## config.mk

```make
export PLATFORM = sky130hd
export DESIGN_NAME = dmem_lsu_flat
export DESIGN_NICKNAME = d
export VERILOG_FILES = /design/src/rtl/dmem_lsu_if.sv /design/src/rtl/dmem_lsu.sv /design/src/flat_wrapper.sv
export SDC_FILE = /design/constraint.sdc
export NUM_CORES = 1
export LEC_CHECK = 0
export BUFFER_PORTS_ARGS = -buffer_cell sky130_fd_sc_hd__buf_4
export CAP_MARGIN = 25
export CORE_ASPECT_RATIO = 1.25
export CORE_MARGIN = 1
export CORE_UTILIZATION = 50
export DETAILED_ROUTE_END_ITERATION = 12
export PLACE_DENSITY = 0.87
export SYNTH_ARGS = -nofsm -noshare
export SYNTH_HDL_FRONTEND = slang
export SYNTH_SLANG_ARGS = --single-unit
```

## constraint.sdc

```tcl
create_clock -name clk -period 6.6 [get_ports clk]
set_clock_uncertainty 0.05 [all_clocks]
set_input_delay 0.33 -clock clk [delete_from_list [all_inputs] [get_ports clk]]
set_output_delay 0.33 -clock clk [all_outputs]
set_load 0.02 [all_outputs]
```

## src/rtl/dmem_lsu_if.sv

```systemverilog
// Word-only data memory port between the MEM-stage load/store unit (master)
// and the data memory (slave). Memory reads are combinational, writes land on posedge clk.
interface dmem_lsu_if;
  logic        dm_memread;
  logic        dm_memwrite;
  logic [31:0] dm_addr;
  logic [31:0] dm_wd;
  logic [31:0] dm_rd;

  modport master (
    output dm_memread, dm_memwrite, dm_addr, dm_wd,
    input  dm_rd
  );

  modport slave (
    input  dm_memread, dm_memwrite, dm_addr, dm_wd,
    output dm_rd
  );
endinterface

```

## src/rtl/dmem_lsu.sv

```systemverilog
// MEM-stage load/store unit: turns byte/half/word loads and stores into word
// accesses, with a one-stall read-modify-write for sub-word stores.
module dmem_lsu #(
  parameter int unsigned MEM_WORDS = 256,
  parameter int unsigned CNT_W     = 16
) (
  input  logic              clk,
  input  logic              reset,
  input  logic              req_load,
  input  logic              req_store,
  input  logic [1:0]        req_size,
  input  logic              req_unsigned,
  input  logic [31:0]       req_addr,
  input  logic [31:0]       req_wdata,
  output logic              stall,
  output logic [31:0]       load_data,
  output logic              fault,
  dmem_lsu_if.master        dm,
  output logic [CNT_W-1:0]  cnt_load,
  output logic [CNT_W-1:0]  cnt_store,
  output logic [CNT_W-1:0]  cnt_rmw
);

  localparam int unsigned IDX_W = $clog2(MEM_WORDS);

  typedef enum logic {IDLE, RMW_WR} state_t;

  state_t             state_q;
  logic               fault_q;
  logic [31:0]        merge_q;
  logic [31:0]        addr_q;
  logic [CNT_W-1:0]   cnt_load_q, cnt_store_q, cnt_rmw_q;

  logic               misaligned, out_of_range, legal, req_any;
  logic [4:0]         bsh, hsh;
  logic [31:0]        rd_shb, rd_shh, ext, merged;

  assign req_any      = req_load | req_store;
  assign misaligned   = (req_size == 2'd3) ||
                        (req_size == 2'd1 && req_addr[0]) ||
                        (req_size == 2'd2 && req_addr[1:0] != 2'b00);
  assign out_of_range = (req_addr >> (IDX_W + 2)) != '0;
  assign legal        = !misaligned && !out_of_range;

  assign bsh    = {req_addr[1:0], 3'b000};
  assign hsh    = {req_addr[1], 4'b0000};
  assign rd_shb = dm.dm_rd >> bsh;
  assign rd_shh = dm.dm_rd >> hsh;

  always_comb begin
    ext    = dm.dm_rd;
    merged = req_wdata;
    case (req_size)
      2'd0: begin
        ext    = {{24{!req_unsigned & rd_shb[7]}}, rd_shb[7:0]};
        merged = (dm.dm_rd & ~(32'h0000_00FF << bsh)) | ({24'b0, req_wdata[7:0]} << bsh);
      end
      2'd1: begin
        ext    = {{16{!req_unsigned & rd_shh[15]}}, rd_shh[15:0]};
        merged = (dm.dm_rd & ~(32'h0000_FFFF << hsh)) | ({16'b0, req_wdata[15:0]} << hsh);
      end
      default: begin
        ext    = dm.dm_rd;
        merged = req_wdata;
      end
    endcase
  end

  // Outputs are forced low during reset so an in-flight RMW write is dropped immediately.
  always_comb begin
    dm.dm_memread  = 1'b0;
    dm.dm_memwrite = 1'b0;
    dm.dm_addr     = '0;
    dm.dm_wd       = '0;
    stall          = 1'b0;
    load_data      = '0;
    if (!reset) begin
      if (state_q == RMW_WR) begin
        dm.dm_memwrite = 1'b1;
        dm.dm_addr     = addr_q;
        dm.dm_wd       = merge_q;
      end else if (req_any && legal) begin
        dm.dm_addr = req_addr;
        if (req_store) begin
          if (req_size == 2'd2) begin
            dm.dm_memwrite = 1'b1;
            dm.dm_wd       = req_wdata;
          end else begin
            dm.dm_memread = 1'b1;
            stall         = 1'b1;
          end
        end else begin
          dm.dm_memread = 1'b1;
          load_data     = ext;
        end
      end
    end
  end

  always_ff @(posedge clk or posedge reset) begin
    if (reset) begin
      state_q     <= IDLE;
      fault_q     <= 1'b0;
      merge_q     <= '0;
      addr_q      <= '0;
      cnt_load_q  <= '0;
      cnt_store_q <= '0;
      cnt_rmw_q   <= '0;
    end else begin
      case (state_q)
        IDLE: begin
          if (req_any) begin
            if (!legal) begin
              fault_q <= 1'b1;
            end else if (req_store) begin
              if (req_size == 2'd2) begin
                cnt_store_q <= cnt_store_q + CNT_W'(1);
              end else begin
                merge_q <= merged;
                addr_q  <= req_addr;
                state_q <= RMW_WR;
              end
            end else begin
              cnt_load_q <= cnt_load_q + CNT_W'(1);
            end
          end
        end
        RMW_WR: begin
          cnt_store_q <= cnt_store_q + CNT_W'(1);
          cnt_rmw_q   <= cnt_rmw_q + CNT_W'(1);
          state_q     <= IDLE;
        end
        default: state_q <= IDLE;
      endcase
    end
  end

  assign fault     = fault_q;
  assign cnt_load  = cnt_load_q;
  assign cnt_store = cnt_store_q;
  assign cnt_rmw   = cnt_rmw_q;

endmodule

```

## src/flat_wrapper.sv

```systemverilog
// flat-port wrapper written by rule: the top's interface ports become plain ports
module dmem_lsu_flat 
#(
  parameter int unsigned MEM_WORDS = 256,
  parameter int unsigned CNT_W     = 16
)
  (clk, reset, req_load, req_store, req_size, req_unsigned, req_addr, req_wdata, stall, load_data, fault, cnt_load, cnt_store, cnt_rmw, dm_dm_memread, dm_dm_memwrite, dm_dm_addr, dm_dm_wd, dm_dm_rd);
  dmem_lsu_if dm_i ();
  input  logic clk;
  input  logic reset;
  input  logic req_load;
  input  logic req_store;
  input  logic [1:0] req_size;
  input  logic req_unsigned;
  input  logic [31:0] req_addr;
  input  logic [31:0] req_wdata;
  output logic stall;
  output logic [31:0] load_data;
  output logic fault;
  output logic [CNT_W-1:0] cnt_load;
  output logic [CNT_W-1:0] cnt_store;
  output logic [CNT_W-1:0] cnt_rmw;
  output wire logic [$bits(dm_i.dm_memread)-1:0] dm_dm_memread;
  output wire logic [$bits(dm_i.dm_memwrite)-1:0] dm_dm_memwrite;
  output wire logic [$bits(dm_i.dm_addr)-1:0] dm_dm_addr;
  output wire logic [$bits(dm_i.dm_wd)-1:0] dm_dm_wd;
  input wire logic [$bits(dm_i.dm_rd)-1:0] dm_dm_rd;
  assign dm_dm_memread = dm_i.dm_memread;
  assign dm_dm_memwrite = dm_i.dm_memwrite;
  assign dm_dm_addr = dm_i.dm_addr;
  assign dm_dm_wd = dm_i.dm_wd;
  assign dm_i.dm_rd = dm_dm_rd;
  dmem_lsu #(.MEM_WORDS(MEM_WORDS), .CNT_W(CNT_W)) u_core (.clk(clk), .reset(reset), .req_load(req_load), .req_store(req_store), .req_size(req_size), .req_unsigned(req_unsigned), .req_addr(req_addr), .req_wdata(req_wdata), .stall(stall), .load_data(load_data), .fault(fault), .dm(dm_i), .cnt_load(cnt_load), .cnt_store(cnt_store), .cnt_rmw(cnt_rmw));
endmodule
```

==> flow_summary.toml, run 1 <==
[routing]
drt_iter0_drc = 495
drt-total-wl_microns = 21190
antenna_left = 0
vias = 6579
vias_per_cell = 5.879
drtPass1Iterations = 6
wl_per_cell_microns = 18.94
drc_errors = 0

[power_and_ir_drop]
pwr-share-seq_pct = 39.4
p_switching_uw = 462.1
comb_power_share_pct = 10.3
ir_drop_mv = 0.1276
power_frac_clock_pct = 50.2
p_leak_nw = 4.679
swShare_pct = 26.06
p_total_mw = 1.773
powerDensity_nw_per_um2 = 191.5
p_int_mw = 1.311

[setup_path]
crit_chain = "buf_4, o21ai_0, a21oi_1, o41ai_4, nand2_1, buf_4, nor2_1, buf_4"
path_max_fanout = 83
cp-start-kind = "input pin"
max_stage_delay_ns = 0.71
crit_type = "input pin to output port"
r2r_cells = 6
end_kind = "output port"
cpMaxStageDelayCell = "a21oi_1"
path_common_cell = "buf_4"
arrival_ns = 3.15
cp.required_ns = 6.22

[yosys]
synth_area_per_cell_sq_um = 9.548
synth.yosys.seq_area_share_pct = 42.08
synth_fp_nets = 816
synthesis.area_sq_um = 6779
synth_edf_count = 0
synth_fa_ha_area_share_pct = 0.5537
syn_inst = 710
synth.top_cell.area_share_pct = 42.08
synthMuxAreaShare_pct = 12.88
yosysUniqueCellTypes = 48
synth_seq_cells = 114
synthArstFlopShare_pct = 100.0
synth_area_leaders = "dfrtp_1 (42%), mux2i_1 (7.2%), xnor2_1 (5.0%)"
synth_top_family_by_area = "simple AND/OR/NAND/NOR gates"
synth_top_area_cell = "dfrtp_1"
synth_xor_area_share_pct = 5.814
yosysWarningCount = 0
synthFlopType = "dfrtp_1"
synthSimpleGateAreaFrac_pct = 18.81
synth-compound-area-share_pct = 15.23

[die]
die_x_microns = 106.1
ioPinCount = 251
fp.dieH_microns = 132.2
die_area_sq_um = 14030
fp.coreArea_sq_um = 13230
rows = 47
initial_core_util_pct = 51.23

[layout]
synthToLayoutAreaGrowth_pct = 36.58
diodes = 0
utilization_pct = 69.98
layout-drive-gt1-share_pct = 33.12
nets = 1041

[sta]
final.min_clock_period_ns = 3.533
max_slew_margin_pct = 24.86
finalSetupViolations = 0
worst_slew_pin_slew_ns = 1.123
setup_tns_ns = 0
finalHoldViolations = 0
whs_ns = 0.05326
rsz0062_at_grt = "no"
fin_crit_sh_pct = 53.52
timing.fmax_mhz = 283.1
maxSlewViolCount = 0

[global_routing]
grt.total_usage_pct = 30.27
use_met2_pct = 49.53
antenna_found_initial = 0
grt_max_degree = 91
grt_first_pass_wirelength_microns = 33200
met1_usage_pct = 37.90
top_usage_layer = "met2"
first_global_vias = 6365
gr-usage-met3_pct = 4.943
gr-total-overflow = 0

[placement]
hpwl_microns = 15030
numPortBuffers = 250
gp_congestion = 0.8980

[clocking]
cts.clk_slew.worst_paths_ns = 0.06
clock-sinks = 114
cts_buffers = 17
cts_max_path_buffers = 2
cts.repair.resized = 0
cts-root-buf = "clkbuf_16"
hold_buffers = 0
htreeDepth = 4
clock_latency_ns = 0.41
cts_setup_buffers = 0
cts_tree = "built"

[flow_run]
maxCapViolations = 0

[outcome]
status = "completed"

[hold_path]
hold_path.class = "input pin to asynchronous set/reset pin"
[synthesized netlist by cell type (2+ instances only)]
library cell  count
o21ai_0          12
nand2_1          37
a22oi_1           8
mux2_1           17
o2111ai_1         2
a211oi_1          9
inv_1            24
buf_4             5
o21bai_1          2
and3_1           33
mux2_2            9
o21a_1            8
o211ai_1         10
buf_1             4
nand3b_1          2
nand3_1          24
dfrtp_1         114
clkbuf_1         26
a22o_1           26
nor2_1           84
nor3_1            7
mux2i_1          49
a21oi_1          50
nor2b_1          24
buf_2            14
ha_1              3
nor4_2            6
nand4_1          11
nor4_1            3
xnor2_1          39
o22ai_1          11
xor2_1            6
and2_1            6
a222oi_1          8
mux4_2            4
[placed cells by master (no fill, tap or decap), types with 3 or more instances in the layout]
cell type   count
mux2_2          9
dfrtp_1       113
and3_1         33
ha_1            3
mux2i_1        49
buf_4         255
nand3_1        24
nor2_1         84
nor2b_1        24
mux2_1         17
clkbuf_16      17
o22ai_1        11
xor2_1          6
nor4_2          6
nor4_1          3
xnor2_1        39
o21a_1          8
nor3_1          7
a222oi_1        8
clkinvlp_4      3
a211oi_1        9
inv_6           4
mux4_2          4
nand4_1        11
and2_1          6
clkinv_4        3
a22o_1         26
inv_1          24
o21ai_0        12
a21oi_1        50
a22oi_1         8
clkinv_2        3
o211ai_1       10
nand2_1        37
[critical path, delay by kind of cell]
family          cells  cell delay, ns
simple gates        2            0.45
compound gates      3            1.22
buf+inv             3            1.12
[flip-flops by register name, summed over array words and instances (netlist names)]
signal / count
u_core.fault: 1
u_core.cnt_load: 16
u_core.cnt_rmw: 16
u_core.state_q: 1
u_core.cnt_store: 16
u_core.addr_q: 32
u_core.merge_q: 32
[metal layers]
metal  share of wire (%)  vias to the layer above
li1                    -                     3005
met1                  40                     3176
met2                  49                      339
met3                 6.8                       59
met4                 4.3                        0
met5                   0                        -
[path summary, 6_finish.rpt]
path | start | to | slack [ns]
min in group clk | req_addr[8] | u_core.addr_q[8]$_DFFE_PP0P_ | 0.10
setup reg to reg | u_core.state_q$_DFF_PP0_ | u_core.cnt_rmw[15]$_DFFE_PP0P_ | 4.31
setup / recovery | req_size[1] | dm_dm_wd[15] | 3.07
hold reg to reg | u_core.cnt_store[15]$_DFFE_PP0P_ | u_core.cnt_store[15]$_DFFE_PP0P_ | 0.42
max in group asynchronous | reset | u_core.merge_q[22]$_DFFE_PP0P_ | 5.07
hold / removal | reset | u_core.cnt_load[2]$_DFFE_PP0P_ | 0.05
[power by group through the flow]
stage                     logic, mW  clock network [mW]  registers (mW)
after floorplan              0.0940                   0           0.712
after global placement        0.178                   0           0.712
after detailed placement      0.181                   0           0.712
after CTS                     0.182               0.898           0.699
after global routing          0.200               0.932           0.699
final                         0.183               0.891           0.699
[stage by stage]
step                setup WS [ns]  cells  instance area, sq um
finish                      3.067   1119                  9259
global route                2.741   1119                  9259
CTS                         3.090   1119                  9259
detailed placement          3.098   1087                  8691
global placement            3.232   1087                  8691
floorplan                   1.570    710                  6779
[layout make-up]
type | instances | area (sq um)
fillers | 1003 | 3973
multi-input cells | 522 | 3612
flip-flops and latches | 114 | 2854
repair buffers | 255 | 1914
clock buffers | 18 | 439.2
well taps | 171 | 214.0
clock inverters | 14 | 128.9
inverters | 25 | 96.34
[cells by family (layout without fill, tap and decap cells)]
kind of cell             Yosys count  in the layout
adder cells (fa/ha/maj)            3              3
AO/OA/AOI/OAI                    150            150
flip-flops                       114            114
XOR/XNOR                          45             45
multiplexers                      79             79
AND/OR/NAND/NOR                  245            245
buffers and inverters             74            312
No activity file was read; power rests on OpenSTA's default activity.
==> inputs of run 2 (changes only) <==
- clock period: 6.6 -> 3.7 ns (I/O delays scaled with it)
==> flow_summary.toml, run 2 (synthesis results as in run 1) <==
[routing]
vias = 6798
wl_per_cell_microns = 19.09
drt_iter0_drc = 591
vias_per_cell = 5.989
drtPass1Iterations = 12
drt-total-wl_microns = 21670
drc_errors = 0
antenna_left = 0

[sta]
maxSlewViolCount = 0
max_slew_margin_pct = 33.56
timing.fmax_mhz = 371.2
fin_crit_sh_pct = 72.80
final.min_clock_period_ns = 2.694
worst_slew_pin_slew_ns = 0.9890
whs_ns = 0.06135
finalHoldViolations = 0
rsz0062_at_grt = "no"
setup_tns_ns = 0
finalSetupViolations = 0

[layout]
diodes = 0
final_cell_mix = "buf_4 (261), dfrtp_1 (113), nor2_1 (84)"
reg_top3 = "u_core.addr_q x32, u_core.merge_q x32"
layout-drive-gt1-share_pct = 33.30
n_fill_cell = 952
nets = 1057
synthToLayoutAreaGrowth_pct = 40.31
final_common_cell = "buf_4"
regArea_sq_um = 2854
multiInputGateArea_sq_um = 3612

[clocking]
cts_buffers = 17
clock-sinks = 114
cts_setup_buffers = 0
cts.clk_slew.worst_paths_ns = 0.06
cts_tree = "built"
cts-root-buf = "clkbuf_16"
htreeDepth = 4
cts_max_path_buffers = 2
clock_latency_ns = 0.40
cts.repair.resized = 0
hold_buffers = 9

[die]
rows = 47
ioPinCount = 251
die_x_microns = 106.1
initial_core_util_pct = 51.23
fp.dieH_microns = 132.2
die_area_sq_um = 14030
fp.coreArea_sq_um = 13230

[flow_run]
maxCapViolations = 0

[setup_path]
path_common_cell = "buf_4"
arrival_ns = 2.46
cp-start-kind = "input pin"
cp.required_ns = 3.46
critPathTopFamily = "compound AO/OA/AOI/OAI gates"
max_stage_delay_ns = 0.70
r2r-start = "u_core.state_q$_DFF_PP0_"
end_kind = "output port"
path_max_fanout = 45
cpMaxStageDelayCell = "a21oi_1"
cp_num_buf_inv = 3
crit_type = "input pin to output port"
crit_start = "req_size[0]"
crit_chain = "buf_4, o21ai_0, a21oi_1, nor4_2, buf_4, and2_1, a22o_1, buf_4"

[global_routing]
grt_max_degree = 91
grt_first_pass_wirelength_microns = 34770
antenna_found_initial = 0
gr-total-overflow = 0
first_global_vias = 6494
grt.total_usage_pct = 31.58

[hold_path]
hold_path.class = "input pin to flip-flop"
min_from = "dm_dm_rd[4]"

[placement]
gp_congestion = 0.9192
numPortBuffers = 250
hpwl_microns = 15320

[power_and_ir_drop]
powerDensity_nw_per_um2 = 360.6
p_leak_nw = 4.796
ir_drop_mv = 0.2156

[outcome]
status = "completed"
==> run 2: changes by cell type in the layout (fill, tap and decap cells not counted), sizes merged <==
cell         before  now
inv              29   27
bufinv            1    5
buf             255  262
clkinvlp          3    2
clkinv            6    5
dlygate4sd3       0    9
==> run 2: worst register-to-register path: cells and delay by family (launching register included) <==
family | cells | cell delay [ns]
AND/OR/NAND/NOR | 4 | 0.99
buffers and inverters | 1 | 0.64
flip-flops | 1 | 0.37
XOR/XNOR | 1 | 0.14
==> run 2: through the flow <==
step / setup slack (ns) / util, % / instances / power [mW] / cell area, sq um
floorplan: 1.002 / - / 710 / 1.438 / 6780
global placement: 1.164 / 66.17 / 1094 / 1.591 / 8756
detailed placement: 1.116 / 66.17 / 1094 / 1.596 / 8756
CTS: 1.091 / 71.89 / 1135 / 3.441 / 9512
global route: 0.8736 / 71.89 / 1135 / 3.535 / 9512
finish: 1.006 / 71.89 / 1135 / 3.430 / 9512
==> run 2: power breakdown <==
part / leakage, nW / switching, mW / total (mW) / internal [mW]
Sequential: 1.58 / 0.00000156 / 1.25 / 1.25
Combinational: 2.90 / 0.193 / 0.345 / 0.152
Clock: 0.317 / 0.616 / 1.84 / 1.22
Total: 4.80 / 0.809 / 3.43 / 2.62
==> run 2: layout make-up <==
cell class	instances	area share (%)
tap	171	2.249
multi-input combinational	522	37.98
timing repair buffer	271	21.76
sequential	114	30.01
clock inverter	14	2.381
inverter	25	1.013
clock buffer	18	4.617
==> run 2: layer usage <==
| layer | part of all wire (%) | track usage, % |
|---|---|---|
| met2 | 51 | 52.99 |
| met5 | 0 | 0 |
| met3 | 7.0 | 4.152 |
| met1 | 38 | 40.15 |
| met4 | 4.1 | 14.81 |
==> run 2: worst paths after layout <==
path | end | slack, ns | cells past startpoint
max in group asynchronous | u_core.cnt_rmw[3]$_DFFE_PP0P_ | 2.43 | 4
worst max-delay path | dm_dm_addr[9] | 1.01 | 8
worst min register to register | u_core.cnt_store[15]$_DFFE_PP0P_ | 0.42 | 1
worst max register to register | u_core.cnt_rmw[12]$_DFFE_PP0P_ | 1.40 | 6
worst min-delay path | u_core.merge_q[4]$_DFFE_PP0P_ | 0.06 | 3
min in group asynchronous | u_core.cnt_store[2]$_DFFE_PP0P_ | 0.34 | 3
==> inputs of run 3 (changes only) <==
- ABC_AREA: unset -> 1
- CORE_UTILIZATION: 50 -> 52
- PLACE_DENSITY: 0.87 -> 0.88
- clock period: 3.7 -> 2.6 ns (I/O delays scaled with it)
==> flow_summary.toml, run 3 <==
[global_routing]
top_usage_layer = "met2"
grt.total_usage_pct = 34.90
gr-usage-met3_pct = 5.085
first_global_vias = 8346
gr-total-overflow = 0
antenna_found_initial = 0
grt_first_pass_wirelength_microns = 42200
met1_usage_pct = 40.73
use_met2_pct = 60.61
grt_max_degree = 65

[layout]
stdcell_area_sq_um = 10410
utilization_pct = 72.27
instances_no_fill = 1555
nets = 1470
final_common_cell = "buf_4"
diodes = 0
layout-drive-gt1-share_pct = 26.29
n_fill_cell = 1176
final_cell_mix = "buf_4 (267), nand2_1 (257), inv_1 (131)"
reg_top3 = "u_core.addr_q x32, u_core.merge_q x32"
synthToLayoutAreaGrowth_pct = 35.21

[hold_path]
min_from = "req_wdata[26]"
whs_endpoint = "u_core.merge_q[26]$_DFFE_PP0P_"
hold_depth = 3
hold_path.class = "input pin to flip-flop"

[placement]
dp_slack_ns = 0.2309
numPortBuffers = 250
placedInstanceArea_sq_um = 9646
gp_congestion = 0.9884
dp_cells = 1508
hpwl_microns = 19370

[yosys]
synth-compound-area-share_pct = 15.39
synth.yosys.seq_area_share_pct = 37.04
synthTopCellsByCount = "nand2_1 (258), inv_1 (133), nor2_1 (120)"
synthSimpleGateAreaFrac_pct = 32.22
synthFlopType = "dfrtp_1"
synth_seq_cells = 114
synth_fa_ha_area_share_pct = 0.4874
synth_fp_nets = 1228
yosysUniqueCellTypes = 40
synth_top_area_cell = "dfrtp_1"
synth_edf_count = 0
synth_area_per_cell_sq_um = 6.864
synthesis.area_sq_um = 7701
synthMuxAreaShare_pct = 0
synth.top_cell.area_share_pct = 37.04
synth_xor_area_share_pct = 4.094
synth_top_family_by_area = "simple AND/OR/NAND/NOR gates"
syn_inst = 1122
synth_area_leaders = "dfrtp_1 (37%), nand2_1 (13%), o21ai_0 (6.9%)"
yosysMostFrequentCell = "nand2_1"
synthArstFlopShare_pct = 100.0
yosysWarningCount = 0

[sta]
worst_slew_pin_slew_ns = 0.6543
rsz0062_at_grt = "no"
maxSlewViolCount = 0
fin_crit_sh_pct = 93.82
finalSetupViolations = 0
finalHoldViolations = 0
layout_setup_ws_ns = 0.1607
setup_tns_ns = 0
max_slew_margin_pct = 56.22
final.min_clock_period_ns = 2.439
whs_ns = 0.009107
timing.fmax_mhz = 410.0

[die]
die_x_microns = 110.9
die_area_sq_um = 15300
rows = 49
ioPinCount = 251
fp.dieH_microns = 138.1
fp.coreArea_sq_um = 14410
initial_core_util_pct = 53.45

[power_and_ir_drop]
powerDensity_nw_per_um2 = 455.0
ir_drop_mv = 0.4366
p_leak_nw = 5.585
p_total_mw = 4.738

[clocking]
cts-root-buf = "clkbuf_16"
clock-sinks = 114
clock_latency_ns = 0.41
cts_buffers = 17
cts.clk_slew.worst_paths_ns = 0.06
cts_tree = "built"
htreeDepth = 4
cts_max_path_buffers = 2

[routing]
antenna_left = 0
wl_per_cell_microns = 17.28
drt-total-wl_microns = 26880
drc_errors = 0
vias = 8648
drtPass1Iterations = 5
drt_iter0_drc = 790
vias_per_cell = 5.561

[setup_path]
r2r_cells = 10
crit_type = "flip-flop to output port"
arrival_ns = 2.26
path_max_fanout = 9
cp-start-kind = "flip-flop"
end_kind = "output port"
r2r-start = "u_core.cnt_store[0]$_DFFE_PP0P_"
r2r_end = "u_core.cnt_store[12]$_DFFE_PP0P_"
rrSetupSlack_ns = 0.61
cp.required_ns = 2.42

[outcome]
status = "completed"

[flow_run]
maxCapViolations = 0
run 3: cell count changes after synthesis, sizes merged, moves of 26 or more:
| cell | before | now |
|---|---|---|
| nand3 | 24 | 68 |
| mux2i | 49 | 0 |
| mux2 | 26 | 0 |
| nor3 | 7 | 40 |
| nor2 | 84 | 156 |
| o21ai | 13 | 117 |
| a22o | 26 | 0 |
| and3 | 33 | 0 |
| nand2 | 37 | 265 |
| inv | 24 | 137 |
run 3: worst max path at each step:
stage / start / end / slack [ns] / cells after the start
2_1_floorplan: reset / dm_dm_addr[1] / 0.53 / 5
3_3_place_gp: req_addr[1] / dm_dm_wd[31] / 0.36 / 13
3_5_place_dp: req_addr[1] / dm_dm_wd[0] / 0.23 / 13
4_1_cts: u_core.state_q$_DFF_PP0_ / load_data[20] / 0.03 / 8
5_1_grt: reset / dm_dm_addr[28] / 0.05 / 6
6_report: u_core.state_q$_DFF_PP0_ / load_data[5] / 0.16 / 6
run 3: cell type report:
type / count / area (sq um) / share of cell area [%]
flip-flops and latches: 114 / 2853 / 27.40
clock inverters: 15 / 170.2 / 1.634
repair buffers: 282 / 2165 / 20.79
well taps: 178 / 222.7 / 2.139
multi-input cells: 811 / 4045 / 38.85
clock buffers: 17 / 425.4 / 4.086
inverters: 138 / 531.8 / 5.107
run 3: cell families after synthesis:
| group | Yosys count |
|---|---|
| AO/OA/AOI/OAI | 221 |
| XOR/XNOR | 36 |
| adder cells (fa/ha/maj) | 3 |
| buffers and inverters | 197 |
| flip-flops | 114 |
| AND/OR/NAND/NOR | 551 |
run 3: routing by layer:
layer | vias up | wire length [microns] | part of all wire, %
li1 | 4103 | - | -
met1 | 4042 | 10180 | 38
met2 | 415 | 13440 | 50
met3 | 88 | 1737 | 6.5
met4 | 0 | 1519 | 5.7
met5 | - | 0 | 0
run 3: critical path: stages, from the launching register on:
cell,delay [ns]
dfrtp_1,0.38
inv_2,0.15
nand2_2,0.10
nor2_2,0.30
nand2_1,0.33
nor3_1,0.38
buf_4,0.21
run 3: power by group:
part           leakage (nW)  switching (mW)  total [mW]  internal [mW]
registers              1.47      0.00000175        1.77           1.77
logic                  3.82           0.349       0.566          0.218
clock network         0.293           0.955        2.40           1.44
run 3: repair_timing:
action | 4_1_cts | 5_1_grt
pin swaps | 1 | 1
cloned | 0 | 0
gates resized for setup | 1 | 2
endpoints found under the setup margin | 16 | 17
endpoints found under the hold margin | 40 | 0
setup buffers | 0 | 1
hold buffers | 14 | 0
